--- config.mk ---
export PLATFORM = sky130hd
export DESIGN_NAME = mgt_01_i_writeback_unit
export DESIGN_NICKNAME = d
export VERILOG_FILES = /design/src/rtl/mgt_01_wb_pkg.sv /design/src/rtl/mgt_01_rr_multi_grant.sv /design/src/rtl/mgt_01_i_writeback_unit.sv
export SDC_FILE = /design/constraint.sdc
export NUM_CORES = 1
export LEC_CHECK = 0
export CAP_MARGIN = 20
export CORE_MARGIN = 3
export CORE_UTILIZATION = 45
export DETAILED_ROUTE_END_ITERATION = 10
export HOLD_SLACK_MARGIN = 0.05
export PLACE_DENSITY = 0.71
export SYNTH_ARGS = -nofsm -noshare
export SYNTH_HDL_FRONTEND = slang
export SYNTH_SLANG_ARGS = --single-unit
export TNS_END_PERCENT = 1
--- constraint.sdc ---
create_clock -name clk_i -period 9 [get_ports clk_i]
set_input_delay 1.8 -clock clk_i [delete_from_list [all_inputs] [get_ports clk_i]]
set_output_delay 1.8 -clock clk_i [all_outputs]
set_load 0.1 [all_outputs]
--- src/rtl/mgt_01_wb_pkg.sv ---
// Shared types and constants for the integer write-back unit.
package mgt_01_wb_pkg;

  localparam int unsigned MGT_01_NUM_SRC = 4;

  localparam int unsigned SRC_ALU = 0;
  localparam int unsigned SRC_MUL = 1;
  localparam int unsigned SRC_DIV = 2;
  localparam int unsigned SRC_LSU = 3;

  typedef logic [31:0] data_bus_t;

  typedef enum logic [4:0] {
    X0,  X1,  X2,  X3,  X4,  X5,  X6,  X7,
    X8,  X9,  X10, X11, X12, X13, X14, X15,
    X16, X17, X18, X19, X20, X21, X22, X23,
    X24, X25, X26, X27, X28, X29, X30, X31
  } i_register_e;

  typedef struct packed {
    i_register_e addr;
    data_bus_t   data;
  } wb_req_t;

endpackage

--- src/rtl/mgt_01_rr_multi_grant.sv ---
// Round-robin multi-grant arbiter: starting at i_ptr, grants up to
// WRITE_PORTS requesters, skipping any whose conflict row hits an earlier
// grant. Grant k is reported one-hot in slice k of o_port_grant.
module mgt_01_rr_multi_grant #(
  parameter int unsigned NUM_SRC     = 4,
  parameter int unsigned WRITE_PORTS = 2
) (
  input  logic [NUM_SRC-1:0]             i_req,
  input  logic [$clog2(NUM_SRC)-1:0]     i_ptr,
  input  logic [NUM_SRC*NUM_SRC-1:0]     i_conflict,
  output logic [NUM_SRC-1:0]             o_grant,
  output logic [WRITE_PORTS*NUM_SRC-1:0] o_port_grant,
  output logic [WRITE_PORTS-1:0]         o_port_vld,
  output logic [$clog2(NUM_SRC)-1:0]     o_next_ptr
);

  localparam int unsigned PTR_W = $clog2(NUM_SRC);

  logic [NUM_SRC-1:0]     w_src_oh;
  logic [NUM_SRC-1:0]     w_last_oh;
  logic [NUM_SRC-1:0]     w_conf;
  logic [NUM_SRC-1:0]     w_rot;
  logic [WRITE_PORTS-1:0] w_port_oh;

  // Walk sources in rotated order with one-hot cursors for source and port
  always_comb begin
    o_grant      = '0;
    o_port_grant = '0;
    o_port_vld   = '0;
    o_next_ptr   = i_ptr;
    w_src_oh     = NUM_SRC'(1) << i_ptr;
    w_port_oh    = WRITE_PORTS'(1);
    w_last_oh    = '0;
    w_conf       = '0;
    w_rot        = '0;
    for (int unsigned off = 0; off < NUM_SRC; off++) begin
      w_conf = '0;
      for (int unsigned s = 0; s < NUM_SRC; s++) begin
        if (w_src_oh[s]) w_conf = i_conflict[s*NUM_SRC +: NUM_SRC];
      end
      if ((|(i_req & w_src_oh)) && (|w_port_oh) && !(|(w_conf & o_grant))) begin
        o_grant    = o_grant | w_src_oh;
        o_port_vld = o_port_vld | w_port_oh;
        for (int unsigned k = 0; k < WRITE_PORTS; k++) begin
          if (w_port_oh[k]) o_port_grant[k*NUM_SRC +: NUM_SRC] = w_src_oh;
        end
        w_port_oh = w_port_oh << 1;
        w_last_oh = w_src_oh;
      end
      w_src_oh = {w_src_oh[NUM_SRC-2:0], w_src_oh[NUM_SRC-1]};
    end
    if (|o_grant) begin
      w_rot = {w_last_oh[NUM_SRC-2:0], w_last_oh[NUM_SRC-1]};
      for (int unsigned s = 0; s < NUM_SRC; s++) begin
        if (w_rot[s]) o_next_ptr = PTR_W'(s);
      end
    end
  end

endmodule

--- src/rtl/mgt_01_i_writeback_unit.sv ---
// Integer register-file write-back unit: one holding buffer per source,
// round-robin multi-grant retirement into registered write ports.
// Optional forwarding lookup ports are enabled with MGT_01_WB_FWD_EN.
module mgt_01_i_writeback_unit
  import mgt_01_wb_pkg::*;
#(
  parameter int unsigned NUM_SRC     = MGT_01_NUM_SRC,
  parameter int unsigned WRITE_PORTS = 2
`ifdef MGT_01_WB_FWD_EN
  , parameter int unsigned FWD_PORTS = 2
`endif
) (
  input  logic                      clk_i,
  input  logic                      rst_i,
  input  logic                      clk_en_i,
  input  logic [NUM_SRC-1:0]        src_valid_i,
  output logic [NUM_SRC-1:0]        src_ready_o,
  input  logic [NUM_SRC*5-1:0]      src_addr_i,
  input  logic [NUM_SRC*32-1:0]     src_data_i,
  output logic [WRITE_PORTS-1:0]    we_o,
  output logic [WRITE_PORTS*5-1:0]  wr_iaddr_o,
  output logic [WRITE_PORTS*32-1:0] wr_idata_o,
  output logic                      busy_o
`ifdef MGT_01_WB_FWD_EN
  , input  logic [FWD_PORTS*5-1:0]  fwd_addr_i
  , output logic [FWD_PORTS-1:0]    fwd_hit_o
  , output logic [FWD_PORTS*32-1:0] fwd_data_o
`endif
);

  localparam int unsigned PTR_W = $clog2(NUM_SRC);

  logic [NUM_SRC-1:0]     r_pending;
  wb_req_t                r_req [NUM_SRC];
  logic [PTR_W-1:0]       r_rr_ptr;
  logic [WRITE_PORTS-1:0] r_we;
  i_register_e            r_waddr [WRITE_PORTS];
  data_bus_t              r_wdata [WRITE_PORTS];

  logic [NUM_SRC-1:0]             w_req;
  logic [NUM_SRC-1:0]             w_grant;
  logic [NUM_SRC*NUM_SRC-1:0]     w_conflict;
  logic [WRITE_PORTS*NUM_SRC-1:0] w_port_grant;
  logic [WRITE_PORTS-1:0]         w_port_vld;
  logic [PTR_W-1:0]               w_next_ptr;
  wb_req_t                        w_sel [WRITE_PORTS];

  assign w_req       = r_pending & {NUM_SRC{clk_en_i}};
  assign src_ready_o = {NUM_SRC{clk_en_i}} & (~r_pending | w_grant);
  assign busy_o      = (|r_pending) | (|r_we);
  assign we_o        = r_we;

  // Pairwise same-register conflicts between buffered entries (X0 never conflicts)
  always_comb begin
    w_conflict = '0;
    for (int unsigned i = 0; i < NUM_SRC; i++) begin
      for (int unsigned j = 0; j < NUM_SRC; j++) begin
        w_conflict[i*NUM_SRC+j] = (i != j) && (r_req[i].addr != X0) &&
                                  (r_req[i].addr == r_req[j].addr);
      end
    end
  end

  mgt_01_rr_multi_grant #(
    .NUM_SRC     (NUM_SRC),
    .WRITE_PORTS (WRITE_PORTS)
  ) u_arb (
    .i_req        (w_req),
    .i_ptr        (r_rr_ptr),
    .i_conflict   (w_conflict),
    .o_grant      (w_grant),
    .o_port_grant (w_port_grant),
    .o_port_vld   (w_port_vld),
    .o_next_ptr   (w_next_ptr)
  );

  // Route each port's granted buffer entry through a one-hot mux
  always_comb begin
    for (int unsigned k = 0; k < WRITE_PORTS; k++) begin
      w_sel[k] = '0;
      for (int unsigned s = 0; s < NUM_SRC; s++) begin
        if (w_port_grant[k*NUM_SRC+s]) w_sel[k] = r_req[s];
      end
    end
  end

  // Flatten registered write-port state onto the output buses
  always_comb begin
    wr_iaddr_o = '0;
    wr_idata_o = '0;
    for (int unsigned k = 0; k < WRITE_PORTS; k++) begin
      wr_iaddr_o[k*5 +: 5]   = r_waddr[k];
      wr_idata_o[k*32 +: 32] = r_wdata[k];
    end
  end

  // Buffers, round-robin pointer and registered write ports
  always_ff @(posedge clk_i or posedge rst_i) begin
    if (rst_i) begin
      r_pending <= '0;
      r_rr_ptr  <= '0;
      r_we      <= '0;
      for (int unsigned s = 0; s < NUM_SRC; s++) r_req[s] <= '0;
      for (int unsigned k = 0; k < WRITE_PORTS; k++) begin
        r_waddr[k] <= X0;
        r_wdata[k] <= '0;
      end
    end else if (clk_en_i) begin
      // An accept on a granted buffer replaces the departing entry
      for (int unsigned s = 0; s < NUM_SRC; s++) begin
        if (src_valid_i[s] && src_ready_o[s]) begin
          r_pending[s]  <= 1'b1;
          r_req[s].addr <= i_register_e'(src_addr_i[s*5 +: 5]);
          r_req[s].data <= src_data_i[s*32 +: 32];
        end else if (w_grant[s]) begin
          r_pending[s] <= 1'b0;
        end
      end
      r_rr_ptr <= w_next_ptr;
      for (int unsigned k = 0; k < WRITE_PORTS; k++) begin
        r_we[k] <= w_port_vld[k] && (w_sel[k].addr != X0);
        if (w_port_vld[k]) begin
          r_waddr[k] <= w_sel[k].addr;
          r_wdata[k] <= w_sel[k].data;
        end
      end
    end else begin
      r_we <= '0;
    end
  end

`ifdef MGT_01_WB_FWD_EN
  logic w_fwd_found;

  // Forwarding lookup: pending buffers (lowest source) beat live write ports (lowest port)
  always_comb begin
    fwd_hit_o   = '0;
    fwd_data_o  = '0;
    w_fwd_found = 1'b0;
    for (int unsigned f = 0; f < FWD_PORTS; f++) begin
      w_fwd_found = 1'b0;
      if (fwd_addr_i[f*5 +: 5] != 5'd0) begin
        for (int unsigned s = 0; s < NUM_SRC; s++) begin
          if (!w_fwd_found && r_pending[s] && (r_req[s].addr == fwd_addr_i[f*5 +: 5])) begin
            w_fwd_found             = 1'b1;
            fwd_data_o[f*32 +: 32]  = r_req[s].data;
          end
        end
        for (int unsigned k = 0; k < WRITE_PORTS; k++) begin
          if (!w_fwd_found && r_we[k] && (r_waddr[k] == fwd_addr_i[f*5 +: 5])) begin
            w_fwd_found             = 1'b1;
            fwd_data_o[f*32 +: 32]  = r_wdata[k];
          end
        end
      end
      fwd_hit_o[f] = w_fwd_found;
    end
  end
`endif

endmodule

==> results of run 1 <==
worst min path at each step:
stage,slack [ns],to,start,cells past startpoint
final,0.48,wr_idata_o[58],wr_idata_o[58],1
after global routing,0.50,wr_idata_o[57],wr_idata_o[57],1
after CTS,0.48,wr_idata_o[59],wr_idata_o[59],1
after detailed placement,0.46,wr_idata_o[59],wr_idata_o[59],1
after global placement,0.46,wr_idata_o[40],wr_idata_o[40],1
after floorplan,0.50,r_req[65],r_req[65],1
layout make-up:
class / instances / area [µm²] / area share
flip-flops and latches: 230 / 5760 / 0.382
multi-input cells: 697 / 5460 / 0.362
repair buffers: 260 / 2530 / 0.168
clock buffers: 36 / 759 / 0.0504
well taps: 330 / 413 / 0.0274
clock inverters: 10 / 106 / 0.00705
inverters: 13 / 56.3 / 0.00373
diodes: 1 / 2.50 / 0.000166
cell families after synthesis:
| logic type | synth area share |
|---|---|
| mux | 0.159 |
| flops | 0.496 |
| xor+xnor | 0.0227 |
| fa+ha+maj | 0.00216 |
| buf+inv | 0.0408 |
| compound gates | 0.183 |
| simple gates | 0.0967 |
registers in the layout, indices dropped and copies added, names as in the netlist:
register and cells:
r_req 148, wr_idata_o 64, wr_iaddr_o 10, r_pending 4
r_rr_ptr 2, we_o 2
layer usage:
layer / wire length, µm / vias up / global-route usage
li1: - / 4278 / -
met1: 15600 / 4796 / 0.348
met2: 18100 / 459 / 0.430
met3: 3130 / 93 / 0.0582
met4: 1500 / 0 / 0.114
met5: 0 / - / 0
per-stage QoR:
step                      setup slack [ns]  hold WS [ns]  cell area (µm²)
after floorplan                      0.895         0.500            11600
after global placement               0.983         0.459            14200
after detailed placement              1.11         0.464            14200
after CTS                             1.10         0.478            15100
after global routing                 0.785         0.501            15100
final                                 1.04         0.475            15100
placed cells by master (no fill, tap or decap), types with 4 or more instances in the layout:
master,Yosys,layout
clkdlybuf4s50_1,0,231
dfrtp_1,230,230
mux2_2,129,129
nand2_1,99,96
a222oi_1,66,66
nor2_1,60,60
a21oi_1,51,50
a31oi_1,37,37
a21o_1,34,34
buf_4,4,29
clkbuf_16,0,27
o21ai_0,21,21
xor2_1,20,20
mux2_4,19,19
inv_1,11,10
nand3_1,10,10
xnor2_1,10,10
nor4_1,9,9
nand4_1,8,8
nor3_1,6,6
nand2_2,3,6
or4_1,5,5
o211ai_1,5,5
nand2b_1,5,5
clkbuf_8,0,5
nor2b_1,4,4
mux4_2,4,4
o21a_1,4,4
a22oi_1,4,4
a221oi_1,4,4
clkbuf_1,56,4
clkinv_2,0,4
worst max-delay path: stages:
cell             delay, ns
clkdlybuf4s50_1       0.77
and4b_1               0.38
or4b_4                0.51
o21ai_2               0.21
nor4_1                0.14
ha_1                  0.25
inv_1                 0.07
o2111ai_1             0.28
a31o_2                0.36
o31ai_1               0.38
nand2b_1              0.17
a31oi_1               0.20
o221a_2               0.23
o21ai_1               0.12
buf_4                 0.27
==> flow_summary.yaml, run 1 <==
grt:
  grt_util_all_layers: 0.266
  antenna_found_initial: 1
  grt_pass1_vias: 9894
  grt_overflow: 0
  grt_max_degree: 90
  grt_pass1_wl_um: 58600
clock_network:
  hold_buffers: 0
  cts_buffers: 27
  clock_sinks: 230
  postCtsSetupRepairBufs: 0
  cts-root-buf: "clkbuf_16"
  clock_latency_ns: 0.54
  post_cts_resized: 0
  clkTransAtPathRegs_ns: 0.06
  clk_path_buf_depth: 3
  tritoncts: "built"
  htree_levels: 1
layout:
  nFillCells: 2114
  post-route-util: 0.597
  fin_nets: 1386
  syn2layout_area_growth_pct: 30.1
  layoutNonFillerInstCount: 1577
  drive_gt1_frac: 0.207
die:
  num_io_pins: 236
  start_util: 0.459
  die_h_um: 167
  dieArea_um2: 27700
  core_area_um2: 25300
  std_cell_rows: 58
  fp.dieW_um: 167
route:
  avgRoutedWirePerCell_um: 24.3
  firstDrtPassIters: 7
  ant_nets: 0
  wl_um: 38300
  drt_iter0_drc: 993
  drcViolationCount: 0
  vias: 9626
  viasPerCell: 6.10
timing:
  worst_slew_pin_slew_ns: 1.15
  period_share: 0.884
  rsz0062_at_grt: "false"
  drv_slew: 0
  skew_ns: 0.00742
  fmax_mhz: 126
  setup-violations-final: 0
  hold_viol_final: 0
  fin_crit_ns: 7.96
  relSlewSlack: 0.234
  fin_setup_tns_ns: 0
setup_path:
  critical_path_class: "in2out"
  startpoint: "clk_en_i"
  worstReg2RegStart: "r_req[144]"
  arrival_ns: 6.16
  crit_path_end: "src_ready_o[1]"
  cp_data_required_time_ns: 7.20
  timing.rr.end: "r_req[1]"
  r2r_slack_ns: 3.30
  critical_path.endpoint_type: "primary output"
  worstRegToRegCells: 16
  crit_fanout: 12
  cp-start-kind: "input port"
logic_synthesis:
  avgSynthCellArea_um2: 11.2
  ys_seq_elements: 230
  seq_area_frac_synth: 0.496
  synth_top_area_frac: 0.496
  syn_nets: 1190
  ys_top_cells_by_area: "dfrtp_1 50%, mux2_2 13%, a222oi_1 5.7%, nand2_1 3.2%, mux2_4 2.5%"
  synthFlopType: "dfrtp_1"
  postSynth.asyncResetShare: 1.00
  synth_area_um2: 11600
  synth_edf_count: 0
  netlist_instances: 1033
  synth_most_common_cell: "dfrtp_1"
  yosys.area.top_type: "dfrtp_1"
  synth.distinct_cells: 82
  synth_top_cells_by_count: "230 x dfrtp_1, 129 x mux2_2, 99 x nand2_1"
  synth_warnings: 0
place:
  io_buffers: 235
  gp_congestion: 0.939
  hpwlAfterDp_um: 25700
  dp.cells: 1530
worst_hold_path:
  hp-class: "reg2reg"
run_status:
  outcome: "finished, final reports clean"
flow_run:
  drv_cap: 0
Power of run 1 is not shown: default switching activity piles up to over one toggle a cycle in this logic, so the estimate is an artifact.
==> run 2, diff against run 1 <==
Settings changed: CAP_MARGIN 20 to 40.
==> flow_summary.yaml, run 2 (synthesized netlist as in run 1, its figures left out) <==
run_status:
  outcome: "finished, final reports clean"
place:
  gp_congestion: 0.939
  hpwlAfterDp_um: 28000
  dpl_cell_area_um2: 15800
  io_buffers: 235
route:
  viasPerCell: 6.08
  drt_iter0_drc: 1081
  ant_nets: 0
  avgRoutedWirePerCell_um: 24.1
  wl_um: 40000
  vias: 10105
  drcViolationCount: 0
  firstDrtPassIters: 9
grt:
  grt_pass1_vias: 10466
  grt_overflow: 0
  grt_pass1_wl_um: 61800
  grt_util_all_layers: 0.280
  grt_max_degree: 90
  antenna_found_initial: 2
setup_path:
  arrival_ns: 6.15
  r2r_slack_ns: 3.47
  crit_chain: "clkdlybuf4s50_1 -> and4b_1 -> or4b_4 -> o21ai_2 -> nor4_1 -> ha_1 -> inv_1 -> o2111ai_1 -> a31o_2 -> o31ai_1 -> nand2b_1 -> a31oi_1 -> o221a_2 -> o21ai_1 -> buf_4"
  critical_path_class: "in2out"
  timing.rr.end: "wr_idata_o[51]"
  crit_fanout: 12
  critical_path.endpoint_type: "primary output"
  max_stage_delay_ns: 0.78
  cp_data_required_time_ns: 7.20
  slowest_stage: "clkdlybuf4s50_1"
  worstRegToRegCells: 16
  worstReg2RegStart: "r_req[144]"
  cp-start-kind: "input port"
flow_run:
  drv_cap: 0
die:
  fp.dieW_um: 167
  core_area_um2: 25300
  num_io_pins: 236
  die_h_um: 167
  std_cell_rows: 58
  start_util: 0.459
  dieArea_um2: 27700
worst_hold_path:
  hold_depth: 1
  hold_path_end: "wr_idata_o[41]"
  hp-class: "reg2reg"
  hp-start: "wr_idata_o[41]"
layout:
  regMostFlops: "r_req"
  final_common_cell: "clkdlybuf4s50_1"
  final_area_um2: 16600
  fin_nets: 1468
  drive_gt1_frac: 0.256
  largest_reg_flops: 148
  post-route-util: 0.659
  syn2layout_area_growth_pct: 43.4
  final_cell_mix: "231 x clkdlybuf4s50_1, 230 x dfrtp_1, 129 x mux2_2"
timing:
  relSlewSlack: 0.411
  skew_ns: 0.0148
  hold_viol_final: 0
  whs_ns: 0.477
  setup-violations-final: 0
  worst_slew_pin_slew_ns: 0.882
  rsz0062_at_grt: "false"
  fin_crit_ns: 7.95
  fmax_mhz: 126
  drv_slew: 0
  period_share: 0.883
  fin_setup_tns_ns: 0
clock_network:
  clk_path_buf_depth: 3
  postCtsSetupRepairBufs: 0
  clock_latency_ns: 0.54
  htree_levels: 1
  clock_sinks: 230
  clkTransAtPathRegs_ns: 0.06
  hold_buffers: 0
  post_cts_resized: 0
  tritoncts: "built"
  cts-root-buf: "clkbuf_16"
  cts_buffers: 26
## run 2: cell count changes in the layout (fill, tap and decap cells not counted), sizes merged
cell / before / now
buf: 29 / 112
clkbuf: 36 / 38
clkinv: 5 / 9
clkinvlp: 1 / 0
diode: 1 / 2
inv: 16 / 13
## run 2: through the flow
step | std cells | worst slack, ns
3_5_place_dp | 1613 | 1.13
3_3_place_gp | 1530 | 0.983
6_report | 1663 | 1.05
2_1_floorplan | 1033 | 0.895
5_1_grt | 1663 | 0.785
4_1_cts | 1661 | 1.11
## run 2: layer usage
layer  track usage  vias to the layer above  part of all wire
met5             0                        -                 0
met4         0.100                        0             0.036
met3        0.0527                      101             0.080
met2         0.476                      498              0.50
met1         0.359                     5042              0.39
li1              -                     4464                 -
## run 2: worst max path at each step
stage / cells past startpoint / end / slack (ns) / startpoint
2_1_floorplan: 1 / r_pending[0] / 0.90 / rst_i
3_3_place_gp: 15 / src_ready_o[1] / 0.98 / clk_en_i
3_5_place_dp: 15 / src_ready_o[1] / 1.13 / clk_en_i
4_1_cts: 15 / src_ready_o[1] / 1.11 / clk_en_i
5_1_grt: 15 / src_ready_o[1] / 0.78 / clk_en_i
6_report: 15 / src_ready_o[1] / 1.05 / clk_en_i
## run 2: area by class of cell
class | instances | area (µm²)
inverter | 13 | 56.3
clock buffer | 38 | 756
antenna | 2 | 5.00
fill | 1864 | 8620
multi-input combinational | 697 | 5460
sequential | 230 | 5760
timing repair buffer | 343 | 4090
clock inverter | 10 | 97.6
tap | 330 | 413
## run 2: worst max-delay path: cells and delay by family
family,cells,cell delay (ns)
buf+inv,3,1.12
compound gates,7,1.79
simple gates,4,1.20
fa+ha+maj,1,0.24
Power of run 2 is left out for the same reason.
